## config.mk

```make
export PLATFORM = sky130hd
export DESIGN_NAME = mac_rx_packer
export DESIGN_NICKNAME = d
export VERILOG_FILES = /design/src/rtl/mac_pkg.sv /design/src/rtl/mac_rx_packer.sv
export SDC_FILE = /design/constraint.sdc
export NUM_CORES = 1
export LEC_CHECK = 0
export CAP_MARGIN = 25
export CORE_MARGIN = 1
export CORE_UTILIZATION = 49
export DETAILED_ROUTE_END_ITERATION = 12
export PLACE_DENSITY = 0.83
export SLEW_MARGIN = 20
export SYNTH_ARGS = -nofsm -noshare
export SYNTH_HDL_FRONTEND = slang
export SYNTH_SLANG_ARGS = --single-unit
```

## constraint.sdc

```tcl
create_clock -name clk -period 3.7 [get_ports clk]
set_input_delay 0.37 -clock clk [delete_from_list [all_inputs] [get_ports clk]]
set_output_delay 0.37 -clock clk [all_outputs]
set_load 0.02 [all_outputs]
```

## src/rtl/mac_pkg.sv

```systemverilog
// Shared field positions and state encoding for the MAC receive packer.
// Byte entries come from the receive byte FIFO; word entries go to the clock-crossing FIFO.
package mac_pkg;

  localparam int unsigned BE_EOF = 10;
  localparam int unsigned BE_ERR = 9;
  localparam int unsigned BE_SOF = 8;

  localparam int unsigned WE_LAST    = 34;
  localparam int unsigned WE_BCNT_HI = 33;
  localparam int unsigned WE_BCNT_LO = 32;

  typedef enum logic [1:0] {
    IDLE,
    ACC,
    DROP
  } rx_state_e;

  function automatic logic [34:0] pack_word(input logic last, input logic [1:0] bcnt,
                                            input logic [31:0] data);
    logic [34:0] w;
    w                        = '0;
    w[WE_LAST]               = last;
    w[WE_BCNT_HI:WE_BCNT_LO] = bcnt;
    w[31:0]                  = data;
    return w;
  endfunction

endpackage

```

## src/rtl/mac_rx_packer.sv

```systemverilog
// Receive-path byte-to-word packer: drains the byte FIFO, builds 35-bit little-endian
// words into a holding register feeding the word FIFO, and reports per-frame status.
module mac_rx_packer
  import mac_pkg::*;
#(
  parameter int unsigned MAX_LEN = 1536
) (
  input  logic        clk,
  input  logic        rstn,
  input  logic        bf_empty,
  output logic        bf_read,
  input  logic [10:0] bf_rdata,
  input  logic        wf_full,
  output logic        wf_write,
  output logic [34:0] wf_wdata,
  output logic        frm_done,
  output logic        frm_err,
  output logic [15:0] frm_len
);

  rx_state_e   state, state_d;
  logic [1:0]  cnt, cnt_d;
  logic [15:0] len, len_d;
  logic        err_q, err_d;
  logic [31:0] acc_q, acc_d;
  logic [34:0] hold, hold_d;
  logic        hvalid, hvalid_d;
  logic        done_q, done_d;
  logic        ferr_q, ferr_d;
  logic [15:0] flen_q, flen_d;

  logic        sof, eof, berr, avail, free, at_limit;
  logic [7:0]  bbyte;
  logic [15:0] len_inc;
  logic [31:0] acc_wr;

  assign sof      = bf_rdata[BE_SOF];
  assign eof      = bf_rdata[BE_EOF];
  assign berr     = bf_rdata[BE_ERR];
  assign bbyte    = bf_rdata[7:0];
  assign avail    = !bf_empty;
  assign free     = !hvalid || !wf_full;
  assign len_inc  = len + 16'd1;
  assign at_limit = (len_inc == 16'(MAX_LEN)) && !eof;

  always_comb begin
    state_d  = state;
    cnt_d    = cnt;
    len_d    = len;
    err_d    = err_q;
    acc_d    = acc_q;
    hold_d   = hold;
    hvalid_d = hvalid && wf_full;
    done_d   = 1'b0;
    ferr_d   = 1'b0;
    flen_d   = flen_q;
    bf_read  = 1'b0;
    // acc_q is kept zero above slot cnt, so unused bytes of a loaded word are zero
    acc_wr   = acc_q;
    acc_wr[{cnt, 3'b000} +: 8] = bbyte;

    case (state)
      IDLE: begin
        if (avail && free) begin
          bf_read = 1'b1;
          if (sof) begin
            len_d = 16'd1;
            err_d = berr;
            if (eof) begin
              hold_d   = pack_word(1'b1, 2'd0, {24'h0, bbyte});
              hvalid_d = 1'b1;
              done_d   = 1'b1;
              ferr_d   = berr;
              flen_d   = 16'd1;
              cnt_d    = 2'd0;
              acc_d    = '0;
            end else begin
              acc_d   = {24'h0, bbyte};
              cnt_d   = 2'd1;
              state_d = ACC;
            end
          end
        end
      end

      ACC: begin
        if (avail && free) begin
          if (sof) begin
            // Abnormal close: the sof entry stays in the FIFO for IDLE to consume.
            hold_d   = pack_word(1'b1, (cnt == 2'd0) ? 2'd0 : cnt - 2'd1, acc_q);
            hvalid_d = 1'b1;
            done_d   = 1'b1;
            ferr_d   = 1'b1;
            flen_d   = len;
            cnt_d    = 2'd0;
            acc_d    = '0;
            state_d  = IDLE;
          end else begin
            bf_read = 1'b1;
            len_d   = len_inc;
            err_d   = err_q | berr;
            if (eof || at_limit || cnt == 2'd3) begin
              hold_d   = pack_word(eof || at_limit, cnt, acc_wr);
              hvalid_d = 1'b1;
              cnt_d    = 2'd0;
              acc_d    = '0;
              if (eof) begin
                done_d  = 1'b1;
                ferr_d  = err_q | berr;
                flen_d  = len_inc;
                state_d = IDLE;
              end else if (at_limit) begin
                done_d  = 1'b1;
                ferr_d  = 1'b1;
                flen_d  = 16'(MAX_LEN);
                state_d = DROP;
              end
            end else begin
              acc_d = acc_wr;
              cnt_d = cnt + 2'd1;
            end
          end
        end
      end

      DROP: begin
        if (avail) begin
          if (sof) state_d = IDLE;
          else     bf_read = 1'b1;
        end
      end

      default: state_d = IDLE;
    endcase
  end

  always_ff @(posedge clk or negedge rstn) begin
    if (!rstn) begin
      state  <= IDLE;
      cnt    <= '0;
      len    <= '0;
      err_q  <= 1'b0;
      acc_q  <= '0;
      hold   <= '0;
      hvalid <= 1'b0;
      done_q <= 1'b0;
      ferr_q <= 1'b0;
      flen_q <= '0;
    end else begin
      state  <= state_d;
      cnt    <= cnt_d;
      len    <= len_d;
      err_q  <= err_d;
      acc_q  <= acc_d;
      hold   <= hold_d;
      hvalid <= hvalid_d;
      done_q <= done_d;
      ferr_q <= ferr_d;
      flen_q <= flen_d;
    end
  end

  assign wf_write = hvalid;
  assign wf_wdata = hold;
  assign frm_done = done_q;
  assign frm_err  = ferr_q;
  assign frm_len  = flen_q;

endmodule
```

==> reports/metrics.yaml <==
die_w_um: 108
power-per-cell-area_nw_per_um2: 457
synth_area_leaders: "dfrtp_1 (49%), o2bb2ai_1 (6.7%), a22oi_1 (4.5%)"
cp-end-kind: "register"
drive_above_1_share_pct: 12.2
yosysUniqueCellTypes: 57
p_int_uw: 1920
syn-num-nets: 534
cts_tree: "done"
cts.clk_slew.worst_paths_ns: 0.10
fp.dieH_um: 108
worstSetupStartpointType: "register"
worst_pin_slew_ns: 1.04
drcViolationCount: 0
multiInputGateArea_um2: 2580
routedWlPerCell_um: 18.9
rsz0062_at_grt: "false"
p_seq_share_pct: 47.6
post-route-min-period_ns: 3.31
pwr-share-comb_pct: 29.3
critPathKind: "register to register"
hold_path.class: "input port to async pin"
p_switching_uw: 1050
cts_htree_levels: 3
cts_sinks: 107
worstPathRequired_ns: 3.97
grt-ovfl-total: 0
maxSlewHeadroom_pct: 31.0
max-cap-violations: 0
layout_common_cells: "dfrtp_1 (107), clkdlybuf4s50_1 (68), nor2_1 (42), o2bb2ai_1 (42), a22oi_1 (33)"
skew_ns: 0.0118
first_pass_iters: 5
pin_count: 70
diodes: 0
layout_commonest_cell: "dfrtp_1"
critPathArrivalTime_ns: 3.59
synth_area_um2: 5490
via_per_inst: 6.27
outcome: "completed"
hold_ws_ns: 0.483
finalSetupViolations: 0
ys_ff_latch: 107
area_growth_syn_to_layout_pct: 18.2
clk-insertion-delay-late_ns: 0.39
clkPwrFrac_pct: 23.1
synth-main-ff-cell: "dfrtp_1"
finalWirelength_mm: 13.5
hpwl_mm: 9.54
synth_cells: 511
max_freq_mhz: 302
grt_pass1_wl_mm: 22.8
peakVddDrop_mv: 0.272
tns_ns: 0
ys_seq_area_share_pct: 48.8
drv_slew: 0
fill_cells: 876
synth_area_leader_cell: "dfrtp_1"
grt_pass1_vias: 4564
postSynthAreaPerCell_um2: 10.7
core_um2: 10900
cts_buffers: 9
first_iter_violations: 345
post_cts_buffers: 0
leakagePower_uw: 0.00280
antenna_found_initial: 0
synthArstFlopShare_pct: 100
final-hold-violation-count: 0
register_area_um2: 2680
ant_nets: 0
fin_crit_sh_pct: 89.6
die_area_um2: 11600
rows: 38
port_buffers: 69
synth-edff-count: 0
synth_top_area_share_pct: 48.8
p_sw_share_pct: 35.4
cts-root-buf: "clkbuf_8"
cp_max_fo: 35
vias: 4475
clockBufferDepth: 2
final_nets: 592
grt_max_degree: 53
place_congestion: 0.947
ys_warn_count: 0
start_util_pct: 50.4
grtUsageTotal_pct: 25.1
[power by group through the flow]
stage / Sequential (uW) / Combinational (uW) / Clock [uW]
after floorplan: 1460 / 497 / 0
after global placement: 1420 / 821 / 0
after detailed placement: 1430 / 858 / 0
after CTS: 1410 / 863 / 692
after global routing: 1430 / 939 / 736
final: 1410 / 871 / 685
[worst paths after layout]
| check | startpoint | slack (ns) | depth (start not counted) | endpoint |
|---|---|---|---|---|
| min in group clk | wf_wdata[24] | 0.50 | 1 | wf_wdata[24] |
| max in group asynchronous | rstn | 2.56 | 3 | wf_wdata[22] |
| min | rstn | 0.48 | 2 | len[2] |
| min reg2reg | wf_wdata[24] | 0.50 | 1 | wf_wdata[24] |
| max | len[0] | 0.39 | 8 | wf_wdata[1] |
| max reg2reg | len[0] | 0.39 | 8 | wf_wdata[1] |
[cells by family (layout without fill, tap and decap cells)]
logic type,count (synthesis),count (layout),share of synthesized area (%)
xor+xnor,8,8,1.41
simple gates,128,128,11.5
buf+inv,51,114,4.26
mux,29,29,6.43
flops,107,107,48.8
fa+ha+maj,8,8,1.82
compound gates,180,180,25.8
[sequential cells by signal, summed over array words and instances (netlist names)]
| register | cells |
|---|---|
| frm_done | 1 |
| len | 16 |
| frm_err | 1 |
| frm_len | 16 |
| state | 2 |
| wf_wdata | 35 |
| err_q | 1 |
| acc_q | 32 |
| wf_write | 1 |
| cnt | 2 |
[routing by layer]
layer	vias to the layer above	track usage, %	share of wire, %	wire length, um
li1	2040	-	-	-
met1	2219	33.2	44	5890
met2	185	40.7	49	6560
met3	31	3.81	5.6	756
met4	0	11.1	2.3	310
met5	-	0	0	0
[worst max-delay path, stage by stage (launching register included)]
cell	delay, ns
dfrtp_1	0.56
ha_1	0.34
nand4_1	0.16
buf_4	0.21
or3_1	0.33
nand4_1	0.20
o31ai_4	0.13
o221ai_4	0.82
mux2_2	0.43
[cell usage after synthesis (2+ instances only)]
library cell / n
dfrtp_1: 107
nor2_1: 42
o2bb2ai_1: 42
a22oi_1: 33
nand2_1: 32
o21ai_0: 27
a22o_1: 26
a21oi_1: 20
clkbuf_1: 18
mux2_2: 18
inv_1: 17
nand3_1: 13
ha_1: 8
mux2_4: 8
buf_2: 7
nand4_1: 7
xor2_1: 6
buf_4: 5
nand2b_1: 5
nor3_1: 5
o31ai_2: 5
or3_1: 5
and3_1: 4
a21o_1: 3
and4_1: 3
mux2i_1: 3
nor2b_1: 3
o31ai_1: 3
o41ai_1: 3
buf_1: 2
buf_6: 2
nor4_1: 2
o21ai_1: 2
o221ai_4: 2
[stage by stage]
| step | cell area, um2 | power [uW] | cells | util (%) | worst slack [ns] |
|---|---|---|---|---|---|
| after global placement | 6250 | 2240 | 695 | 57.4 | 0.496 |
| after global routing | 6490 | 3100 | 714 | 59.6 | 0.124 |
| final | 6490 | 2970 | 714 | 59.6 | 0.387 |
| after floorplan | 5490 | 1960 | 511 | - | 1.13 |
| after detailed placement | 6280 | 2290 | 696 | 57.6 | 0.300 |
| after CTS | 6470 | 2970 | 713 | 59.4 | 0.275 |
[timing repair]
action                                  CTS  global route
hold buffers                              1             0
endpoints found under the setup margin    0             8
resized for setup                         0             1
endpoints found under the hold margin    35             0
[layout make-up]
class	instances	area share, %
flip-flops and latches	107	41.3
multi-input cells	353	39.8
repair buffers	81	12.4
well taps	140	2.70
clock buffers	10	2.12
inverters	17	0.983
clock inverters	6	0.694
Power figures use the tool's default switching activity.
